File: config.mk
export PLATFORM = sky130hd
export DESIGN_NAME = uart_rx_core
export DESIGN_NICKNAME = d
export VERILOG_FILES = /design/src/rtl/uart_pkg.sv /design/src/rtl/uart_baud_gen.sv /design/src/rtl/uart_rx_core.sv
export SDC_FILE = /design/constraint.sdc
export NUM_CORES = 1
export LEC_CHECK = 0
export BUFFER_PORTS_ARGS = -buffer_cell sky130_fd_sc_hd__buf_2
export CAP_MARGIN = 20
export CORE_ASPECT_RATIO = 1.2
export CORE_MARGIN = 2
export CORE_UTILIZATION = 45
export DETAILED_ROUTE_END_ITERATION = 8
export PLACE_DENSITY = 0.77
export SETUP_SLACK_MARGIN = 0.1
export SKIP_LAST_GASP = 1
export SYNTH_ARGS = -nofsm -noshare
export SYNTH_HDL_FRONTEND = slang
export SYNTH_SLANG_ARGS = --single-unit
File: constraint.sdc
create_clock -name clk -period 2.4 [get_ports clk]
set_input_delay 0.48 -clock clk [delete_from_list [all_inputs] [get_ports clk]]
set_output_delay 0.48 -clock clk [all_outputs]
set_load 0.02 [all_outputs]
File: src/rtl/uart_pkg.sv
// Shared UART definitions: receiver state encoding, oversampling constants
// and the sample-point indices within one bit period.
package uart_pkg;

    localparam int OVERSAMPLE = 16;

    localparam logic [3:0] TICK_SAMPLE0 = 4'd7;
    localparam logic [3:0] TICK_SAMPLE1 = 4'd8;
    localparam logic [3:0] TICK_DECIDE  = 4'd9;
    localparam logic [3:0] TICK_END     = 4'd15;

    typedef enum logic [2:0] {
        WAIT_IDLE,
        IDLE,
        START,
        DATA,
        PARITY,
        STOP
    } rx_state_t;

    function automatic logic majority3(input logic a, input logic b, input logic c);
        return (a & b) | (a & c) | (b & c);
    endfunction

endpackage

File: src/rtl/uart_baud_gen.sv
// Programmable oversample tick generator: one-cycle tick every baud_div+1
// clocks, re-phased to zero by a synchronous restart.
module uart_baud_gen #(
    parameter int DIV_WIDTH = 16
) (
    input  logic                 clk,
    input  logic                 rst,
    input  logic [DIV_WIDTH-1:0] baud_div,
    input  logic                 restart,
    output logic                 tick
);

    logic [DIV_WIDTH-1:0] cnt_reg;

    // >= rather than == so a divisor lowered on the fly still wraps.
    assign tick = !restart && (cnt_reg >= baud_div);

    always_ff @(posedge clk or posedge rst) begin
        if (rst) begin
            cnt_reg <= '0;
        end else if (restart || (cnt_reg >= baud_div)) begin
            cnt_reg <= '0;
        end else begin
            cnt_reg <= cnt_reg + 1'b1;
        end
    end

endmodule

File: src/rtl/uart_rx_core.sv
// 16x oversampling UART receiver with majority-vote sampling, parity/framing
// checks and a single-entry valid/ready output register.
module uart_rx_core
    import uart_pkg::*;
#(
    parameter int DATA_BITS  = 8,
    parameter int OVERSAMPLE = 16,
    parameter int DIV_WIDTH  = 16
) (
    input  logic                 clk,
    input  logic                 rst,
    input  logic [DIV_WIDTH-1:0] baud_div,
    input  logic                 parity_en,
    input  logic                 parity_odd,
    input  logic                 rx_sync,
    output logic [DATA_BITS-1:0] rx_data,
    output logic                 rx_valid,
    input  logic                 rx_ready,
    output logic                 frame_err,
    output logic                 parity_err,
    output logic                 overrun_err,
    output logic                 busy
);

    if (OVERSAMPLE != uart_pkg::OVERSAMPLE) begin : g_bad_oversample
        $error("uart_rx_core: OVERSAMPLE must be 16");
    end
    if (DATA_BITS < 5 || DATA_BITS > 9) begin : g_bad_data_bits
        $error("uart_rx_core: DATA_BITS must be 5..9");
    end

    localparam logic [3:0] LAST_BIT = 4'(DATA_BITS - 1);

    rx_state_t            state_reg;
    logic [3:0]           tick_idx_reg;
    logic [3:0]           bit_cnt_reg;
    logic [DATA_BITS-1:0] shift_reg;
    logic                 s0_reg;
    logic                 s1_reg;
    logic                 parity_bad_reg;

    logic tick;
    logic restart;
    logic vote;
    logic out_free;

    assign restart  = (state_reg == IDLE) && !rx_sync;
    assign vote     = majority3(s0_reg, s1_reg, rx_sync);
    assign out_free = !rx_valid || rx_ready;
    assign busy     = (state_reg != IDLE);

    uart_baud_gen #(
        .DIV_WIDTH(DIV_WIDTH)
    ) u_baud_gen (
        .clk     (clk),
        .rst     (rst),
        .baud_div(baud_div),
        .restart (restart),
        .tick    (tick)
    );

    always_ff @(posedge clk or posedge rst) begin
        if (rst) begin
            state_reg      <= WAIT_IDLE;
            tick_idx_reg   <= '0;
            bit_cnt_reg    <= '0;
            shift_reg      <= '0;
            s0_reg         <= 1'b0;
            s1_reg         <= 1'b0;
            parity_bad_reg <= 1'b0;
            rx_data        <= '0;
            rx_valid       <= 1'b0;
            frame_err      <= 1'b0;
            parity_err     <= 1'b0;
            overrun_err    <= 1'b0;
        end else begin
            overrun_err <= 1'b0;
            if (rx_valid && rx_ready) begin
                rx_valid <= 1'b0;
            end

            if (tick) begin
                tick_idx_reg <= tick_idx_reg + 1'b1;
                if (tick_idx_reg == TICK_SAMPLE0) s0_reg <= rx_sync;
                if (tick_idx_reg == TICK_SAMPLE1) s1_reg <= rx_sync;
            end

            case (state_reg)
                WAIT_IDLE: begin
                    if (rx_sync) state_reg <= IDLE;
                end

                IDLE: begin
                    if (!rx_sync) begin
                        state_reg      <= START;
                        tick_idx_reg   <= '0;
                        bit_cnt_reg    <= '0;
                        parity_bad_reg <= 1'b0;
                    end
                end

                START: begin
                    if (tick) begin
                        if (tick_idx_reg == TICK_DECIDE && vote) begin
                            state_reg <= IDLE;
                        end else if (tick_idx_reg == TICK_END) begin
                            state_reg <= DATA;
                        end
                    end
                end

                DATA: begin
                    if (tick) begin
                        if (tick_idx_reg == TICK_DECIDE) begin
                            shift_reg <= {vote, shift_reg[DATA_BITS-1:1]};
                        end
                        if (tick_idx_reg == TICK_END) begin
                            if (bit_cnt_reg == LAST_BIT) begin
                                state_reg <= parity_en ? PARITY : STOP;
                            end else begin
                                bit_cnt_reg <= bit_cnt_reg + 1'b1;
                            end
                        end
                    end
                end

                PARITY: begin
                    if (tick) begin
                        if (tick_idx_reg == TICK_DECIDE) begin
                            parity_bad_reg <= ((^shift_reg) ^ vote) != parity_odd;
                        end
                        if (tick_idx_reg == TICK_END) begin
                            state_reg <= STOP;
                        end
                    end
                end

                STOP: begin
                    // Completing at the mid-bit decision leaves slack for baud mismatch.
                    if (tick && tick_idx_reg == TICK_DECIDE) begin
                        state_reg <= vote ? IDLE : WAIT_IDLE;
                        if (out_free) begin
                            rx_data    <= shift_reg;
                            frame_err  <= !vote;
                            parity_err <= parity_bad_reg;
                            rx_valid   <= 1'b1;
                        end else begin
                            overrun_err <= 1'b1;
                        end
                    end
                end

                default: state_reg <= WAIT_IDLE;
            endcase
        end
    end

endmodule
==> summary.txt <==
Outcome
  • Status: complete, no violations

Pwr
  • Logic pwr share: 0.385
  • Pleak: 1.89 nW
  • Switching power: approximately 0.00087 W
  • Int Pwr: roughly 0.0017 W
  • Reg power frac: 0.424
  • Switching Share: 0.338
  • Worst VDD drop: 0.000337 V
  • Clk pwr share: 0.191
  • Pwr per Cell Area: slightly below 700 nW/um2

Clocking
  • Clock Latency Late Sink: 0.30 ns
  • CTS tree: built
  • Clock slew at reported path FFs: approximately 0.090 ns
  • H-tree levels: 2
  • Clock buffer count from CTS: 5
  • Clock root cell: clkbuf_8
  • CTS Hold Bufs: 0
  • Max clock buf depth: 2
  • Clock Sinks: 50

Logic synthesis
  • Netlist Area Pre-Place: 2930 um2
  • Syn Nets: 330
  • Post-synthesis sequential area ratio: 0.427
  • Register bit total from synthesis: 50
  • Synth Warn #: 0
  • Synth cell types: 45
  • Mean Syn Cell Area: between 10 and 15 um2
  • EDFF count, synth: 0
  • Cell count after synthesis: about 290
  • Post-synth ARST share: 1.00
  • Main synth FF type: dfrtp_1

Layout
  • Post-route cell area: approximately 3700 um2
  • Core Util, Final: 0.586
  • FILL cells: about 550
  • Max reg flops: 16
  • Non-filler cells, final: between 400 and 500
  • Antenna diodes: 0
  • Area growth from synthesis to layout: 27.5%
  • Share of cells above drive strength 1: 0.369
  • Post-layout net count: roughly 400

STA
  • RSZ-0062 raised after global routing: yes
  • Final Hold Vio Count: 0
  • Slew @ Worst Pin: about 0.54 ns
  • Hold_ws: 0.205 ns
  • Max Slew Vio Count: 0
  • Fin crit period: ~2.4 ns
  • # setup viols final: 0
  • Crit share post-route: 0.991
  • Fmax: between 400 and 500 MHz
  • Relative slew margins: 0.637
  • Layout Skew: slightly below 0.006 ns

Routing
  • Antenna-violating nets left: 0
  • First drt pass iteration count: 6
  • DR iter-0 viols: 105
  • Vias post-DR: 2,237
  • Post-Route WL: ~6.1 mm
  • Drt drc: 0
  • Routed length per placed instance: ~14 um
  • Vias per inst: about 5.1

Worst setup path
  • Worst Setup End Kind: flip-flop
  • Critical Path Stages: 7
  • CP max stage delay: between 0.4 and 0.5 ns
  • Slowest-stage cell, CP: dfrtp_1
  • CP Launch Type: flip-flop
  • R2r setup slk: 0.02 ns
  • Cell Chain, Critical Path: ha_4 > and4_4 > nand4_1 > o211ai_1 > or3_4 > and3_4 > mux2_4
  • WP buf/inv: 0
  • Crit path kind: reg -> reg
  • Max FO, Critical Path: 8
  • CP top delay family: simple AND/OR/NAND/NOR gates
  • Critical Path RT: between 2 and 3 ns
  • Worst Path Arrival: 2.58 ns
  • Worst Reg-to-Reg Cells: 7

Global route
  • Vias in the first global route: 2,241
  • GRT Overall Usage: 0.180
  • Antenna violations before repair: 0
  • Global-route wire length before repair: around 10 mm
  • Overflow left after global routing: 0
  • Pin count of the biggest net entering global routing: 27

Worst hold path
  • HP Class: in -> async

Placed design
  • Global placement routability congestion: approximately 0.8
  • IO buf count: 34
  • Placed cells: about 420
  • Dpl hpwl: ~4.4 mm
  • Area after DPL: approximately 3400 um2

Die
  • Io pins: 35
  • Core ar.: approximately 6400 um2
  • Die W: about 78 um
  • Die height: a little over 90 um
  • DIE AREA: ~7000 um2
  • Num rows: 32
  • Initial core utilization: 0.460

Job
  • Max Cap Viol: 0
[cells in the mapped netlist, types with 2 or more instances]
| master | number | area, um2 |
|---|---|---|
| xnor2_1 | 17 | 149 |
| xor2_1 | 9 | 78.8 |
| nand4_1 | 5 | 31.3 |
| nor2b_1 | 3 | 18.8 |
| and3_1 | 7 | 43.8 |
| mux2_4 | 8 | 120 |
| inv_1 | 23 | 86.3 |
| nor2_1 | 34 | 128 |
| clkbuf_1 | 3 | 11.3 |
| o211ai_1 | 2 | 15.0 |
| and3b_1 | 2 | 17.5 |
| a21o_1 | 4 | 30.0 |
| nand3_1 | 12 | 60.1 |
| buf_6 | 2 | 22.5 |
| or2_2 | 2 | 12.5 |
| mux2i_1 | 5 | 50.1 |
| a31o_2 | 2 | 17.5 |
| o21ai_0 | 4 | 20.0 |
| and2_1 | 2 | 12.5 |
| nand2_1 | 23 | 86.3 |
| a21oi_1 | 8 | 40.0 |
| nand2b_1 | 6 | 37.5 |
| buf_2 | 3 | 15.0 |
| ha_1 | 21 | 263 |
| mux2_2 | 11 | 124 |
| dfrtp_1 | 50 | 1250 |
[metal layers]
layer	GRT usage	routed length, um
met4	0.0729	109
met1	0.217	2580
met2	0.322	3210
met5	0	0
met3	0.0234	201
[power groups by stage]
stage	sequential [W]	clock (W)	combinational [W]
finish	0.00109	0.000489	0.000985
global route	0.00110	0.000536	0.00110
CTS	0.00108	0.000498	0.000945
detailed placement	0.00109	0	0.000818
global placement	0.00109	0	0.000782
floorplan	0.00110	0	0.000522
[layout by cell type (no fill, tap or decap), types with 5 or more instances in the layout]
cell	n
dfrtp_1	50
buf_2	34
buf_4	25
nand2_1	23
nor2_1	20
inv_1	17
xnor2_1	16
ha_1	16
nand3_1	12
mux2_4	10
mux2_2	9
xor2_1	9
nor2_4	9
a21oi_1	8
and3_1	7
nand2b_1	5
nand4_1	5
inv_2	5
nor2_2	5
mux2i_1	5
ha_4	5
clkbuf_8	5
[worst paths after layout]
check                                                 start                               end
setup reg to reg           u_baud_gen.cnt_reg[14]$_DFF_PP0_          shift_reg[4]$_DFFE_PP0P_
hold reg to reg                  bit_cnt_reg[3]$_DFFE_PP0P_        bit_cnt_reg[3]$_DFFE_PP0P_
min in group clk                 bit_cnt_reg[3]$_DFFE_PP0P_        bit_cnt_reg[3]$_DFFE_PP0P_
max in group asynchronous                               rst        bit_cnt_reg[1]$_DFFE_PP0P_
hold / removal                                          rst  u_baud_gen.cnt_reg[12]$_DFF_PP0_
setup / recovery           u_baud_gen.cnt_reg[14]$_DFF_PP0_          shift_reg[4]$_DFFE_PP0P_
[worst reg2reg max path, cell delays in order (launching register included)]
cell	delay (ns)
dfrtp_1	0.43
ha_4	0.28
and4_4	0.23
nand4_1	0.15
o211ai_1	0.34
or3_4	0.23
and3_4	0.30
mux2_4	0.32
[repair_timing]
| item | 4_1_cts | 5_1_grt |
|---|---|---|
| endpoints found under the setup margin | 42 | 47 |
| resized for setup | 26 | 11 |
| gates cloned | 1 | 0 |
| pin swaps | 13 | 7 |
| buffers inserted | 3 | 2 |
[logic make-up after synthesis]
| family | Yosys count | synth area share |
|---|---|---|
| buffers and inverters | 32 | 0.0474 |
| adders and majority gates | 22 | 0.0932 |
| DFF | 50 | 0.427 |
| xor gates and xnor gates | 26 | 0.0778 |
| muxes | 24 | 0.100 |
| and+or+nand+nor | 103 | 0.174 |
| AOI/OAI and AO/OA | 30 | 0.0795 |
[metrics by stage]
| step | total power (W) | worst slack, ns | setup TNS, ns |
|---|---|---|---|
| after floorplan | 0.00162 | -0.0251 | -0.201 |
| after global placement | 0.00187 | -0.249 | -9.40 |
| after detailed placement | 0.00191 | -0.320 | -12.25 |
| after CTS | 0.00252 | -0.0171 | -0.0961 |
| after global routing | 0.00274 | -0.0603 | -0.843 |
| final | 0.00256 | 0.0213 | 0 |
[final cells by class]
class / count / area, um2 / share of cell area
clock buffers: 6 / 72.6 / 0.0194
clock inverters: 2 / 13.8 / 0.00369
inverters: 23 / 93.8 / 0.0251
multi-input cells: 205 / 1740 / 0.467
flip-flops and latches: 50 / 1250 / 0.335
well taps: 85 / 106 / 0.0285
repair buffers: 64 / 452 / 0.121
Power figures use the tool's default switching activity.
